## config.mk

```make
export PLATFORM = sky130hd
export DESIGN_NAME = regfile_alu_datapath
export DESIGN_NICKNAME = d
export VERILOG_FILES = /design/src/rtl/regfile_alu_datapath.sv
export SDC_FILE = /design/constraint.sdc
export NUM_CORES = 1
export LEC_CHECK = 0
export BUFFER_PORTS_ARGS = -buffer_cell sky130_fd_sc_hd__buf_4
export CAP_MARGIN = 20
export CORE_MARGIN = 2
export CORE_UTILIZATION = 30
export CTS_CLUSTER_DIAMETER = 200
export CTS_CLUSTER_SIZE = 12
export DETAILED_ROUTE_END_ITERATION = 6
export PLACE_DENSITY_LB_ADDON = 0.25
export SLEW_MARGIN = 25
export SYNTH_ARGS = -nofsm -noshare
export SYNTH_HDL_FRONTEND = slang
export SYNTH_SLANG_ARGS = --single-unit
```

## constraint.sdc

```tcl
create_clock -name clk -period 5.3 [get_ports clk]
set_clock_uncertainty 0.2 [all_clocks]
set_input_delay 0.53 -clock clk [delete_from_list [all_inputs] [get_ports clk]]
set_output_delay 0.53 -clock clk [all_outputs]
set_load 0.02 [all_outputs]
```

## src/rtl/regfile_alu_datapath.sv

```systemverilog
// rtl/regfile_alu_datapath.sv - 8x16 register file feeding a combinational ALU
//
// Optional feature macro: WRITE_BYPASS_EN
//   defined   : a read whose address matches a pending write returns write_data
//               combinationally (write-through forwarding to data_a/data_b and the ALU).
//   undefined : reads always return the stored contents; new values appear after the edge.

module regfile_alu_datapath #(
  parameter int DATA_W = 16,
  parameter int ADDR_W = 3
) (
  input  logic              clk,
  input  logic              rst,
  input  logic [ADDR_W-1:0] address_a,
  input  logic [ADDR_W-1:0] address_b,
  input  logic              write_enable,
  input  logic [DATA_W-1:0] write_data,
  input  logic [3:0]        opcode,
  output logic [DATA_W-1:0] data_a,
  output logic [DATA_W-1:0] data_b,
  output logic [DATA_W-1:0] alu_result,
  output logic              zero
);

  localparam int DEPTH = 2 ** ADDR_W;

  // ALU operation encodings (instruction[15:12]); every other code yields zero
  localparam logic [3:0] OP_ADD = 4'b0010;
  localparam logic [3:0] OP_SUB = 4'b0011;
  localparam logic [3:0] OP_AND = 4'b0100;
  localparam logic [3:0] OP_OR  = 4'b0101;
  localparam logic [3:0] OP_XOR = 4'b0110;
  localparam logic [3:0] OP_SHL = 4'b0111;
  localparam logic [3:0] OP_SHR = 4'b1001;

  logic [DATA_W-1:0] regs [DEPTH];
  logic [DATA_W-1:0] stored_a;
  logic [DATA_W-1:0] stored_b;
  logic [3:0]        shamt;

  // Register storage: async clear of every entry, single write port at address_a.
  // The write is qualified only by write_enable, so X on an address or opcode
  // cannot disturb stored state while write_enable is low.
  always_ff @(posedge clk or posedge rst) begin
    if (rst) begin
      for (int i = 0; i < DEPTH; i++) begin
        regs[i] <= '0;
      end
    end else if (write_enable) begin
      regs[address_a] <= write_data;
    end
  end

  assign stored_a = regs[address_a];
  assign stored_b = regs[address_b];

`ifdef WRITE_BYPASS_EN
  // Read ports with forwarding: a pending write to the addressed entry is seen
  // immediately. Port A always matches the write address by construction.
  always_comb begin
    data_a = stored_a;
    data_b = stored_b;
    if (write_enable && !rst) begin
      data_a = write_data;
      if (address_b == address_a) begin
        data_b = write_data;
      end
    end
  end
`else
  // Read ports: plain asynchronous reads of the stored contents.
  always_comb begin
    data_a = stored_a;
    data_b = stored_b;
  end
`endif

  // Only the low four bits of operand B select the shift distance
  assign shamt = data_b[3:0];

  // Stateless ALU: unsigned arithmetic wrapping at DATA_W bits, no carry out
  always_comb begin
    alu_result = '0;
    case (opcode)
      OP_ADD:  alu_result = data_a + data_b;
      OP_SUB:  alu_result = data_a - data_b;
      OP_AND:  alu_result = data_a & data_b;
      OP_OR:   alu_result = data_a | data_b;
      OP_XOR:  alu_result = data_a ^ data_b;
      OP_SHL:  alu_result = data_a << shamt;
      OP_SHR:  alu_result = data_a >> shamt;
      default: alu_result = '0;
    endcase
  end

  // Zero flag is produced for every opcode; the processor decides when to latch it
  assign zero = (alu_result == '0);

endmodule

```

==> out/qor.txt, run 1 <==
Outcome -> complete, but fails checks
Failing checks -> setup timing
First-pass detailed-route iteration total -> 6
Synth warnings -> 0
Number of pins with negative max-slew slack in the final report -> 0
Cell with the most instances after synthesis -> sky130_fd_sc_hd__mux2_2
Number of core rows -> 66
Biggest registers after layout -> regs (128)
Non-Filler Instances -> 1559
Largest cells by area after synthesis -> sky130_fd_sc_hd__dfrtp_1 32%, sky130_fd_sc_hd__mux2_2 16%, sky130_fd_sc_hd__mux4_2 9.9%
Cell count of the worst reg-to-reg path -> 1
Area of the die -> 0.0348 mm2
Data required time of the worst path -> 4570 ps
MaxCap Viol Count -> 0
Worst setup SP type -> flop
Critical path class -> reg2out
Synthesized netlist cell count -> 912
CTS tree -> built
Overall power of the completed layout -> 0.00553 W
I/O Buffers -> 77
Layout Nets -> 1185
Final antenna-violating net count -> 0
Static leakage power -> 5.64 nW
Per-instance average area after synthesis -> 11.0 um2
Pin count of the biggest net entering global routing -> 54
Core box area -> 0.0327 mm2
Drt total wl -> 34.2 mm
Async SR Flop Fraction -> 1.00
Worst Max-Slew Pin Slew -> 975 ps
Worst reg2reg startpoint -> regs[18]
Iteration-0 DRC count of the detailed router -> 599
Post-CTS clock slew at the launch and capture registers of the worst setup and hold paths -> 70 ps
Arrival time of the worst setup path -> 4640 ps
Number of clock sinks -> 128
Flop and latch count out of synthesis -> 128
Worst-case vdd ir drop -> 207 uV
Average detailed-routed wire length per instance -> 21.9 um
Share of the cycle needed by the critical path after routing -> 1.01
Number of clock buffers inserted by TritonCTS -> 17
Final Hold Vio Count -> 0
Grt total ovfl -> 0
Most frequent cells after synthesis -> 139 x sky130_fd_sc_hd__mux2_2, 128 x sky130_fd_sc_hd__dfrtp_1, 63 x sky130_fd_sc_hd__mux2i_1
Final period demand of the worst path -> 5370 ps
Flip-flop count of the largest register, all copies and words added -> 128
Top_reg_cell synth -> sky130_fd_sc_hd__dfrtp_1
DRC errors left -> 0
RSZ-0062 raised after global routing -> true
Area Growth Syn to Fin -> 28.2%
Normalized max-slew margin -> 0.347
CTS H-tree depth -> 4
Global placement routability congestion -> 0.978
Synthesized Nets -> 993
Reg with most FFs -> regs
Cell variety after synth -> 78
Later-pin clock latency in the skew report -> 410 ps
Post-DP HPWL -> 25.7 mm
Initial Util -> 0.306
Detail-routed via count per cell -> 5.40
Clk Tree Root Cell -> sky130_fd_sc_hd__clkbuf_16
Number of synthesized flops with an enable pin -> 0
Hold-fix buffers at CTS -> 0
Final Util -> 0.392
Vias after detailed routing -> 8415
Number of antenna violations at the first check in global routing -> 0
GR Util All Layers -> 0.196
Least setup slack across all paths after layout -> -66.3 ps
Internal reg-to-reg setup slack -> 4310 ps
Share of Yosys cell area claimed by the top area cell type -> 0.320
Dpl cells -> 1509
Worst Hold Class -> in2async
Top fanout value on the critical path -> 3
Post-synth top area cell -> sky130_fd_sc_hd__dfrtp_1
CP Capture Type -> output port
Fmax -> 0.186 GHz
Number of top-level pins -> 78
Share of layout cells above drive strength 1 -> 0.449
Vias in the first global route -> 8613
Width of the die -> 187 um
Power density over the cells -> 431 mW/mm2
Antenna cells -> 0
R2r endpoint -> regs[18]
Final-report setup violation count -> 1
Sequential-to-total area share from yosys stat -> 0.320
CTS max path bufs -> 2
Post-Syn Area -> 0.0100 mm2
Global-route wire length before repair -> 52.6 mm
Y dimension of the die -> 187 um
-- placed cells by master (no fill, tap or decap), types with 17 or more instances in the layout --
| master | synthesis | layout |
|---|---|---|
| sky130_fd_sc_hd__clkbuf_16 | 0 | 17 |
| sky130_fd_sc_hd__ha_1 | 51 | 49 |
| sky130_fd_sc_hd__mux2_2 | 139 | 139 |
| sky130_fd_sc_hd__buf_4 | 6 | 228 |
| sky130_fd_sc_hd__o21ai_0 | 30 | 25 |
| sky130_fd_sc_hd__nand2_1 | 47 | 47 |
| sky130_fd_sc_hd__mux2i_1 | 63 | 62 |
| sky130_fd_sc_hd__mux4_2 | 44 | 44 |
| sky130_fd_sc_hd__dfrtp_1 | 128 | 128 |
| sky130_fd_sc_hd__inv_1 | 36 | 35 |
| sky130_fd_sc_hd__a21oi_1 | 35 | 30 |
| sky130_fd_sc_hd__nor2_1 | 43 | 40 |
| sky130_fd_sc_hd__xnor2_1 | 27 | 27 |
-- kinds of logic after synthesis --
| logic type | count (synthesis) | synth area share |
|---|---|---|
| muxes | 253 | 0.330 |
| AOI/OAI and AO/OA | 188 | 0.136 |
| and+or+nand+nor | 164 | 0.0789 |
| DFF | 128 | 0.320 |
| buffers and inverters | 99 | 0.0449 |
| adders and majority gates | 52 | 0.0657 |
| xor gates and xnor gates | 28 | 0.0245 |
-- layout make-up --
| class | count | area, um2 |
|---|---|---|
| Timing Repair Buffer | 231 | 1750 |
| Multi-Input combinational cell | 685 | 6580 |
| Fill cell | 3268 | 19900 |
| Tap cell | 442 | 553 |
| Inverter | 41 | 156 |
| Sequential cell | 128 | 3200 |
| Clock buffer | 19 | 453 |
| Clock inverter | 13 | 136 |
-- worst max-delay path, stage by stage (launching register included) --
cell	delay, ps
sky130_fd_sc_hd__dfrtp_1	400
sky130_fd_sc_hd__mux4_2	480
sky130_fd_sc_hd__mux2i_2	190
sky130_fd_sc_hd__inv_2	60
sky130_fd_sc_hd__buf_4	140
sky130_fd_sc_hd__nor3_4	120
sky130_fd_sc_hd__buf_4	140
sky130_fd_sc_hd__and3_4	200
sky130_fd_sc_hd__a21oi_1	80
sky130_fd_sc_hd__xnor2_1	220
sky130_fd_sc_hd__ha_1	280
sky130_fd_sc_hd__a21o_1	200
sky130_fd_sc_hd__a41oi_2	190
sky130_fd_sc_hd__buf_4	160
sky130_fd_sc_hd__o21bai_1	80
sky130_fd_sc_hd__a21oi_2	190
sky130_fd_sc_hd__xnor2_1	100
sky130_fd_sc_hd__a221oi_2	290
sky130_fd_sc_hd__and3b_1	220
sky130_fd_sc_hd__nand4_1	130
sky130_fd_sc_hd__nor3_4	200
sky130_fd_sc_hd__buf_6	140
-- metrics by stage --
step / hold slack [ps] / cell area, um2 / worst slack [ps] / setup TNS (ps)
floorplan: 289 / 10100 / -146 / -146
global placement: 307 / 12000 / -155 / -155
detailed placement: 315 / 12000 / -302 / -302
CTS: 49.9 / 12800 / 1.37 / 0
global route: 76.0 / 12800 / -334 / -458
finish: 23.8 / 12800 / -66.3 / -66.3
-- repair_timing --
action / 4_1_cts / 5_1_grt
buffers inserted: 15 / 4
resized for setup: 23 / 6
setup endpoints to repair: 1 / 2
pin swaps: 15 / 14
hold endpoints to repair: 0 / 0
-- how the worst max path moves through the flow --
| stage | start | endpoint | slack [ps] |
|---|---|---|---|
| floorplan | address_b[1] | zero | -150 |
| global placement | address_b[1] | zero | -160 |
| detailed placement | address_b[1] | zero | -300 |
| CTS | regs[18] | zero | 1 |
| global route | regs[18] | zero | -330 |
| finish | regs[18] | zero | -70 |
-- report_power, final --
group,switching (W),internal (W),total (W)
Sequential,0.000163,0.00120,0.00136
Clock,0.000440,0.000716,0.00116
Combinational,0.00158,0.00144,0.00302
-- per-layer routing --
metal  wire length, um  vias to the layer above  share of wire  GRT usage
met2             16100                      283           0.47      0.316
met4               778                        0          0.023     0.0589
met1             15500                     4237           0.45      0.269
li1                  -                     3853              -          -
met3              1780                       42          0.052     0.0322
met5                 0                        -              0          0
Power figures use the tool's default switching activity.
==> run 2: changes to the inputs <==
--- a/config.mk
+++ b/config.mk
@@ -13,6 +13,8 @@
 export CTS_CLUSTER_SIZE = 12
 export DETAILED_ROUTE_END_ITERATION = 6
 export PLACE_DENSITY_LB_ADDON = 0.25
+export SKIP_CTS_REPAIR_TIMING = 1
+export SKIP_LAST_GASP = 1
 export SLEW_MARGIN = 25
 export SYNTH_ARGS = -nofsm -noshare
 export SYNTH_HDL_FRONTEND = slang
==> run 2 against run 1 <==
Compared with the run above: the flow still finishes with violations (setup timing); non-clock buffer count fell by 14; sequential cell count stayed put; worst hold slack improved by 0.65 ps; routed wire length down 0.80%; register-to-register slack hardly changed; first-iteration DRC count fell by 2.2%; worst setup slack gained 30 ps; via count decreased by 0.31%; fmax rose by 0.56%; power is 1.2% lower.
==> out/qor.txt, run 2 (same netlist as run 1, synthesis figures left out) <==
Pin count of the biggest net entering global routing -> 54 (unchanged)
Grt total ovfl -> 0 (unchanged)
Total net switching power -> 0.00216 W (-0.95%)
Overall power of the completed layout -> 0.00547 W (-1.2%)
Combined area of the multi-input logic cells -> 0.00655 mm2 (-0.44%)
Final-report setup violation count -> 1 (unchanged)
Relative contribution of combinational cells to total power -> 0.541 (-0.005)
Number of top-level pins -> 78 (unchanged)
Post-CTS clock slew at the launch and capture registers of the worst setup and hold paths -> 60 ps (about the same)
Non-Filler Instances -> 1545 (-0.90%)
Fmax -> 0.187 GHz (+0.56%)
Global placement routability congestion -> 0.978 (unchanged)
MaxCap Viol Count -> 0 (unchanged)
CTS max path bufs -> 2 (unchanged)
Number of clock buffers inserted by TritonCTS -> 17 (unchanged)
CTS H-tree depth -> 4 (unchanged)
Filler Cell Count -> 3280 (+0.37%)
Dpl cells -> 1509 (unchanged)
Placed standard-cell area -> 0.0120 mm2 (unchanged)
Y dimension of the die -> 187 um (unchanged)
Reg with most FFs -> regs
Outcome -> complete, but fails checks
Drt total wl -> 33.9 mm (-0.80%)
Worst Hold Class -> in2async
Critical path class -> reg2out
Static leakage power -> 5.57 nW (-1.2%)
Global-route wire length before repair -> 52.2 mm (-0.79%)
Sequential cell fraction of total power -> 0.248 (+0.003)
Number of antenna violations at the first check in global routing -> 0 (unchanged)
Final cell area excluding filler cells -> 0.0127 mm2 (-1.0%)
First-pass detailed-route iteration total -> 5 (-1)
Final period demand of the worst path -> 5340 ps (-30.0 ps)
Area of the die -> 0.0348 mm2 (unchanged)
Final Hold Vio Count -> 0 (unchanged)
Failing checks -> setup timing
Detail-routed via count per cell -> 5.43 (+0.59%)
Antenna cells -> 0 (unchanged)
Normalized max-slew margin -> 0.354 (+0.00674)
Share of the cycle needed by the critical path after routing -> 1.01 (-0.00566)
Iteration-0 DRC count of the detailed router -> 586 (-2.2%)
RSZ-0062 raised after global routing -> true
Least setup slack across all paths after layout -> -36.3 ps (+30.0 ps)
Core box area -> 0.0327 mm2 (unchanged)
Worst-case vdd ir drop -> 206 uV (-0.41%)
DRC errors left -> 0 (unchanged)
Data required time of the worst path -> 4570 ps (about the same)
Number of clock sinks -> 128 (unchanged)
Later-pin clock latency in the skew report -> 410 ps (about the same)
Power density over the cells -> 431 mW/mm2 (-0.12%)
Average detailed-routed wire length per instance -> 22.0 um (about the same)
Vias after detailed routing -> 8389 (-0.31%)
Worst setup timing slack at the placement stage -> -302 ps (unchanged)
Number of pins with negative max-slew slack in the final report -> 0 (unchanged)
Sequential cell area -> 0.00320 mm2 (unchanged)
Worst Max-Slew Pin Slew -> 965 ps (-10.1 ps)
Share of layout cells above drive strength 1 -> 0.437 (-0.0115)
Layout Nets -> 1171 (-1.2%)
Net Sw Frac -> 0.395 (+0.000839)
Width of the die -> 187 um (unchanged)
Biggest registers after layout -> regs (128)
Post-DP HPWL -> 25.7 mm (unchanged)
GR Util All Layers -> 0.194 (-0.00155)
CP Capture Type -> output port
I/O Buffers -> 77 (unchanged)
Flip-flop count of the largest register, all copies and words added -> 128 (unchanged)
Number of core rows -> 66 (unchanged)
Most used cells in the layout excluding fill and tap cells -> 214 x sky130_fd_sc_hd__buf_4, 139 x sky130_fd_sc_hd__mux2_2, 128 x sky130_fd_sc_hd__dfrtp_1, 62 x sky130_fd_sc_hd__mux2i_1, 49 x sky130_fd_sc_hd__ha_1
Internal power -> 0.00331 W (-1.3%)
Area Growth Syn to Fin -> 26.9%
Arrival time of the worst setup path -> 4610 ps (-30 ps)
Most common library cell in the layout ignoring fill and taps -> sky130_fd_sc_hd__buf_4
Initial Util -> 0.306 (unchanged)
CTS tree -> built
Final TNS setup -> -36.3 ps (+30.0 ps)
Worst setup SP type -> flop
Top fanout value on the critical path -> 4 (+1)
Clock Power Share -> 0.211 (+0.002)
Final antenna-violating net count -> 0 (unchanged)
Clk Tree Root Cell -> sky130_fd_sc_hd__clkbuf_16
Vias in the first global route -> 8470 (-1.7%)
-- run 2: power groups by stage --
stage	sequential (W)	combinational (W)	clock (W)
floorplan	0.00131	0.00178	0
global placement	0.00137	0.00281	0
detailed placement	0.00137	0.00282	0
CTS	0.00135	0.00283	0.00117
global route	0.00139	0.00318	0.00123
finish	0.00136	0.00296	0.00115
-- run 2: layer usage --
layer,part of all wire,track usage
met4,0.023,0.0559
met2,0.47,0.315
met1,0.46,0.268
met3,0.044,0.0308
met5,0,0
-- run 2: worst max-delay path, stage by stage (launching register included) --
cell and delay, ps:
sky130_fd_sc_hd__dfrtp_1 400, sky130_fd_sc_hd__mux4_2 470, sky130_fd_sc_hd__mux2i_1 190, sky130_fd_sc_hd__buf_4 180, sky130_fd_sc_hd__inv_2 50, sky130_fd_sc_hd__nor2_4 110, sky130_fd_sc_hd__nand4_1 140, sky130_fd_sc_hd__o31ai_2 290
sky130_fd_sc_hd__xnor2_1 110, sky130_fd_sc_hd__ha_2 340, sky130_fd_sc_hd__a21boi_4 200, sky130_fd_sc_hd__o32ai_4 120, sky130_fd_sc_hd__o21ai_2 230, sky130_fd_sc_hd__buf_4 160, sky130_fd_sc_hd__a31oi_4 80, sky130_fd_sc_hd__buf_4 140
sky130_fd_sc_hd__xnor2_1 120, sky130_fd_sc_hd__nand2_1 70, sky130_fd_sc_hd__o311ai_1 120, sky130_fd_sc_hd__or3_4 410, sky130_fd_sc_hd__nor3_4 120, sky130_fd_sc_hd__buf_6 140
-- run 2: path summary, 6_finish.rpt --
check / start / end / slack (ps) / depth (start not counted)
max: regs[19] / zero / -40 / 21
min: rst / regs[78] / 20 / 2
max reg2reg: regs[95] / regs[95] / 4320 / 1
min reg2reg: regs[85] / regs[85] / 330 / 1
max in group asynchronous: rst / regs[84] / 3880 / 3
min in group clk: write_data[2] / regs[114] / 200 / 2
-- run 2: per-stage QoR --
step,util,hold slack (ps)
2_1_floorplan,-,289
3_3_place_gp,0.366,307
3_5_place_dp,0.366,315
4_1_cts,0.384,49.9
5_1_grt,0.388,76.0
6_report,0.388,24.4
-- run 2: area by class of cell --
cell class,instances,area share
Clock buffer,19,0.0357
Clock inverter,13,0.0107
Inverter,41,0.0123
Multi-Input combinational cell,685,0.516
Sequential cell,128,0.252
Tap cell,442,0.0435
Timing Repair Buffer,217,0.130
==> run 3: changes to the inputs <==
--- a/config.mk
+++ b/config.mk
@@ -5,6 +5,7 @@
 export SDC_FILE = /design/constraint.sdc
 export NUM_CORES = 1
 export LEC_CHECK = 0
+export ABC_AREA = 1
 export BUFFER_PORTS_ARGS = -buffer_cell sky130_fd_sc_hd__buf_4
 export CAP_MARGIN = 20
 export CORE_MARGIN = 2
==> run 3 against run 2 <==
Compared with the run above: the flow now finishes without violations; critical endpoint unchanged; via count increased by 37%; critical path type is now in2out; largest cell class unchanged; register-to-register slack improved by 50 ps; first-iteration DRC count increased by 68%.
==> out/qor.txt, run 3 <==
Outcome -> finished, final reports clean
Number of pins with negative max-slew slack in the final report -> 0 (unchanged)
Cell with the most instances after synthesis -> sky130_fd_sc_hd__nand2_1
Later-pin clock latency in the skew report -> 430 ps (+20 ps)
Data required time of the worst path -> 4570 ps (about the same)
Post-DP HPWL -> 29.8 mm (+16%)
Top_reg_cell synth -> sky130_fd_sc_hd__dfrtp_1
Share of synthesized cell area in and, or, nand and nor gates -> 0.393 (+0.314)
CP Capture Type -> output port
GR Util All Layers -> 0.213 (+0.0187)
Final TNS setup -> 0 ps (+36.3 ps)
Global placement routability congestion -> 0.946 (-3.2%)
Arrival time of the worst setup path -> 4200 ps (-410 ps)
Largest cells by area after synthesis -> sky130_fd_sc_hd__dfrtp_1 30%, sky130_fd_sc_hd__nand2_1 24%, sky130_fd_sc_hd__nand3_1 10%
Static leakage power -> 6.88 nW (+24%)
Combined area of the multi-input logic cells -> 0.00631 mm2 (-3.6%)
Final antenna-violating net count -> 0 (unchanged)
Most used cells in the layout excluding fill and tap cells -> 695 x sky130_fd_sc_hd__nand2_1, 226 x sky130_fd_sc_hd__nand3_1, 221 x sky130_fd_sc_hd__inv_1, 163 x sky130_fd_sc_hd__o21ai_0, 128 x sky130_fd_sc_hd__dfrtp_1
Detail-routed via count per cell -> 4.98 (-8.2%)
Share of the cycle needed by the critical path after routing -> 0.930 (-0.0768)
Synthesized Nets -> 1856 (+87%)
Clk Tree Root Cell -> sky130_fd_sc_hd__clkbuf_16
Number of top-level pins -> 78 (unchanged)
Post-CTS clock slew at the launch and capture registers of the worst setup and hold paths -> 60 ps (about the same)
Sequential-to-total area share from yosys stat -> 0.295 (-0.0248)
Critical path class -> in2out
Filler Cell Count -> 3915 (+19%)
Worst setup SP type -> input port
Async SR Flop Fraction -> 1.00 (unchanged)
Core box area -> 0.0356 mm2 (+8.8%)
Pin count of the biggest net entering global routing -> 61 (+13%)
Flip-flop count of the largest register, all copies and words added -> 128 (unchanged)
I/O Buffers -> 77 (unchanged)
First-pass detailed-route iteration total -> 7 (+2)
GR Util met1 -> 0.290 (+0.0221)
Slowest cell delay on critical path -> 570 ps (+100 ps)
Vias after detailed routing -> 11513 (+37%)
CTS tree -> built
CP Cell Sequence -> buf_4 > buf_4 > nand2_1 > nand2_1 > nand2_1 > nand2_1 > nand2_1 > nand2_1 > ha_1 > nand2_1 > nand2_1 > a21oi_1 > nand3_1 > o21ai_0 > nand3_1 > nor2_1 > nand2_1 > nor2_1 > nand2_1 > nor2_1 > buf_4
CTS max path bufs -> 2 (unchanged)
Initial Util -> 0.305 (-0.00104)
Layout Nets -> 1919 (+64%)
Synthesized netlist cell count -> 1775 (+95%)
Most frequent cells after synthesis -> 695 x sky130_fd_sc_hd__nand2_1, 226 x sky130_fd_sc_hd__nand3_1, 222 x sky130_fd_sc_hd__inv_1
Antenna cells -> 0 (unchanged)
Y dimension of the die -> 194 um (+4.0%)
DRC errors left -> 0 (unchanged)
Biggest registers after layout -> regs (128)
Final period demand of the worst path -> 4930 ps (-407 ps)
MaxCap Viol Count -> 0 (unchanged)
Number of clock sinks -> 128 (unchanged)
Area Growth Syn to Fin -> 15.9%
Sequential cell area -> 0.00320 mm2 (unchanged)
Least setup slack across all paths after layout -> 371 ps (+407 ps)
Normalized max-slew margin -> 0.345 (-0.00949)
Share of layout cells above drive strength 1 -> 0.104 (-0.333)
Number of synthesized flops with an enable pin -> 0 (unchanged)
Worst Hold Class -> in2reg
Fmax -> 0.203 GHz (+8.3%)
Post-Syn Area -> 0.0109 mm2 (+8.4%)
Average detailed-routed wire length per instance -> 17.3 um (-21%)
Final-report setup violation count -> 0 (-1)
Share of synthesized cell area in full adder, half adder and majority cells -> 0.0607 (-0.00510)
Share of Yosys cell area claimed by the top area cell type -> 0.295 (-0.0248)
Most heavily used metal layer in global routing -> met2
Post-synth top area cell -> sky130_fd_sc_hd__dfrtp_1
Number of antenna violations at the first check in global routing -> 0 (unchanged)
Dpl cells -> 2279 (+51%)
Grt total ovfl -> 0 (unchanged)
Multiplexer fraction of the synthesized cell area -> 0 (-0.330)
RSZ-0062 raised after global routing -> false
Per-instance average area after synthesis -> 6.11 um2 (-44%)
Drt total wl -> 40.0 mm (+18%)
Most common cell type on the critical path -> sky130_fd_sc_hd__nand2_1
Vias in the first global route -> 10924 (+29%)
Top fanout value on the critical path -> 60 (+56)
Global routing usage on met3 -> 0.0419 (+0.0111)
Worst setup timing slack at the placement stage -> 144 ps (+446 ps)
Width of the die -> 194 um (+4.0%)
Xor-xnor portion of the synthesized cell area -> 0.0121 (-0.0124)
Global routing usage on met2 -> 0.334 (+0.0194)
CTS H-tree depth -> 4 (unchanged)
Most common library cell in the layout ignoring fill and taps -> sky130_fd_sc_hd__nand2_1
Number of clock buffers inserted by TritonCTS -> 17 (unchanged)
Flop and latch count out of synthesis -> 128 (unchanged)
Cell with the biggest individual delay on the critical path -> sky130_fd_sc_hd__buf_4
Worst-case vdd ir drop -> 184 uV (-11%)
Power density over the cells -> 337 mW/mm2 (-22%)
Fraction of the mapped netlist area in compound gates -> 0.114 (-0.0220)
Iteration-0 DRC count of the detailed router -> 986 (+68%)
Global-route wire length before repair -> 62.7 mm (+20%)
Cell variety after synth -> 38 (-51%)
Number of core rows -> 69 (+4.5%)
Final Hold Vio Count -> 0 (unchanged)
Synth warnings -> 0 (unchanged)
Reg with most FFs -> regs
Area of the die -> 0.0377 mm2 (+8.2%)
Combinational family with the most area after synthesis -> simple AND/OR/NAND/NOR gates
Worst Max-Slew Pin Slew -> 979 ps (+14.8 ps)
Non-Filler Instances -> 2311 (+50%)
==> run 3: cell count changes in the layout (fill, tap and decap cells not counted), moves of 27 or more <==
cell	previous run	this run
sky130_fd_sc_hd__buf_4	214	123
sky130_fd_sc_hd__inv_1	35	221
sky130_fd_sc_hd__mux2_2	139	0
sky130_fd_sc_hd__mux2i_1	62	0
sky130_fd_sc_hd__mux4_2	44	0
sky130_fd_sc_hd__nand2_1	47	695
sky130_fd_sc_hd__nand3_1	14	226
sky130_fd_sc_hd__nor2_1	40	69
sky130_fd_sc_hd__o21ai_0	26	163
sky130_fd_sc_hd__xnor2_1	27	0
==> run 3: kinds of logic (layout without fill, tap and decap cells) <==
group | Yosys count | count (layout)
and+or+nand+nor | 1031 | 1031
buffers and inverters | 317 | 392
adders and majority gates | 52 | 52
DFF | 128 | 128
AOI/OAI and AO/OA | 232 | 232
xor gates and xnor gates | 15 | 15
==> run 3: layout make-up <==
cell class                      count  area share
Clock buffer                       20      0.0355
Clock inverter                     11      0.0130
Inverter                          234      0.0711
Multi-Input combinational cell   1330       0.502
Sequential cell                   128       0.255
Tap cell                          461      0.0459
Timing Repair Buffer              127      0.0776
==> run 3: worst max-delay path: cells and delay by family <==
kind	cells	cell delay [ps]
adder cells (fa/ha/maj)	1	390
AND/OR/NAND/NOR	15	1800
AO/OA/AOI/OAI	2	520
buffers and inverters	3	930
==> run 3: where the power goes <==
| part | internal (W) | switching, W | leakage [nW] |
|---|---|---|---|
| sequential | 0.00116 | 0.000127 | 1.60 |
| combinational | 0.000569 | 0.00114 | 4.98 |
| clock | 0.000793 | 0.000446 | 0.296 |
| total | 0.00253 | 0.00172 | 6.88 |
==> run 3: final timing paths <==
path	slack, ps	endpoint	cells after the start	start
worst max-delay path	370	zero	21	address_a[0]
worst min-delay path	110	regs[14]	3	write_data[14]
worst max register to register	4370	regs[4]	2	regs[4]
worst min register to register	280	regs[50]	2	regs[50]
max in group asynchronous	3370	regs[122]	4	rst
min in group asynchronous	510	regs[24]	3	rst
==> run 3: per-stage QoR <==
| stage | util | instance area, um2 | hold WS [ps] | power (W) |
|---|---|---|---|---|
| CTS | 0.352 | 12500 | -37.3 | 0.00425 |
| finish | 0.354 | 12600 | 110 | 0.00424 |
| detailed placement | 0.335 | 11900 | 273 | 0.00299 |
| global placement | 0.335 | 11900 | 267 | 0.00298 |
| floorplan | - | 10900 | 253 | 0.00243 |
| global route | 0.354 | 12600 | 111 | 0.00455 |
==> run 3: per-layer routing <==
| layer | routed length (um) | up-vias | share of wire |
|---|---|---|---|
| met5 | 0 | - | 0 |
| met4 | 1260 | 0 | 0.032 |
| met3 | 2650 | 61 | 0.066 |
| met2 | 17700 | 399 | 0.44 |
| met1 | 18400 | 5319 | 0.46 |
| li1 | - | 5734 | - |
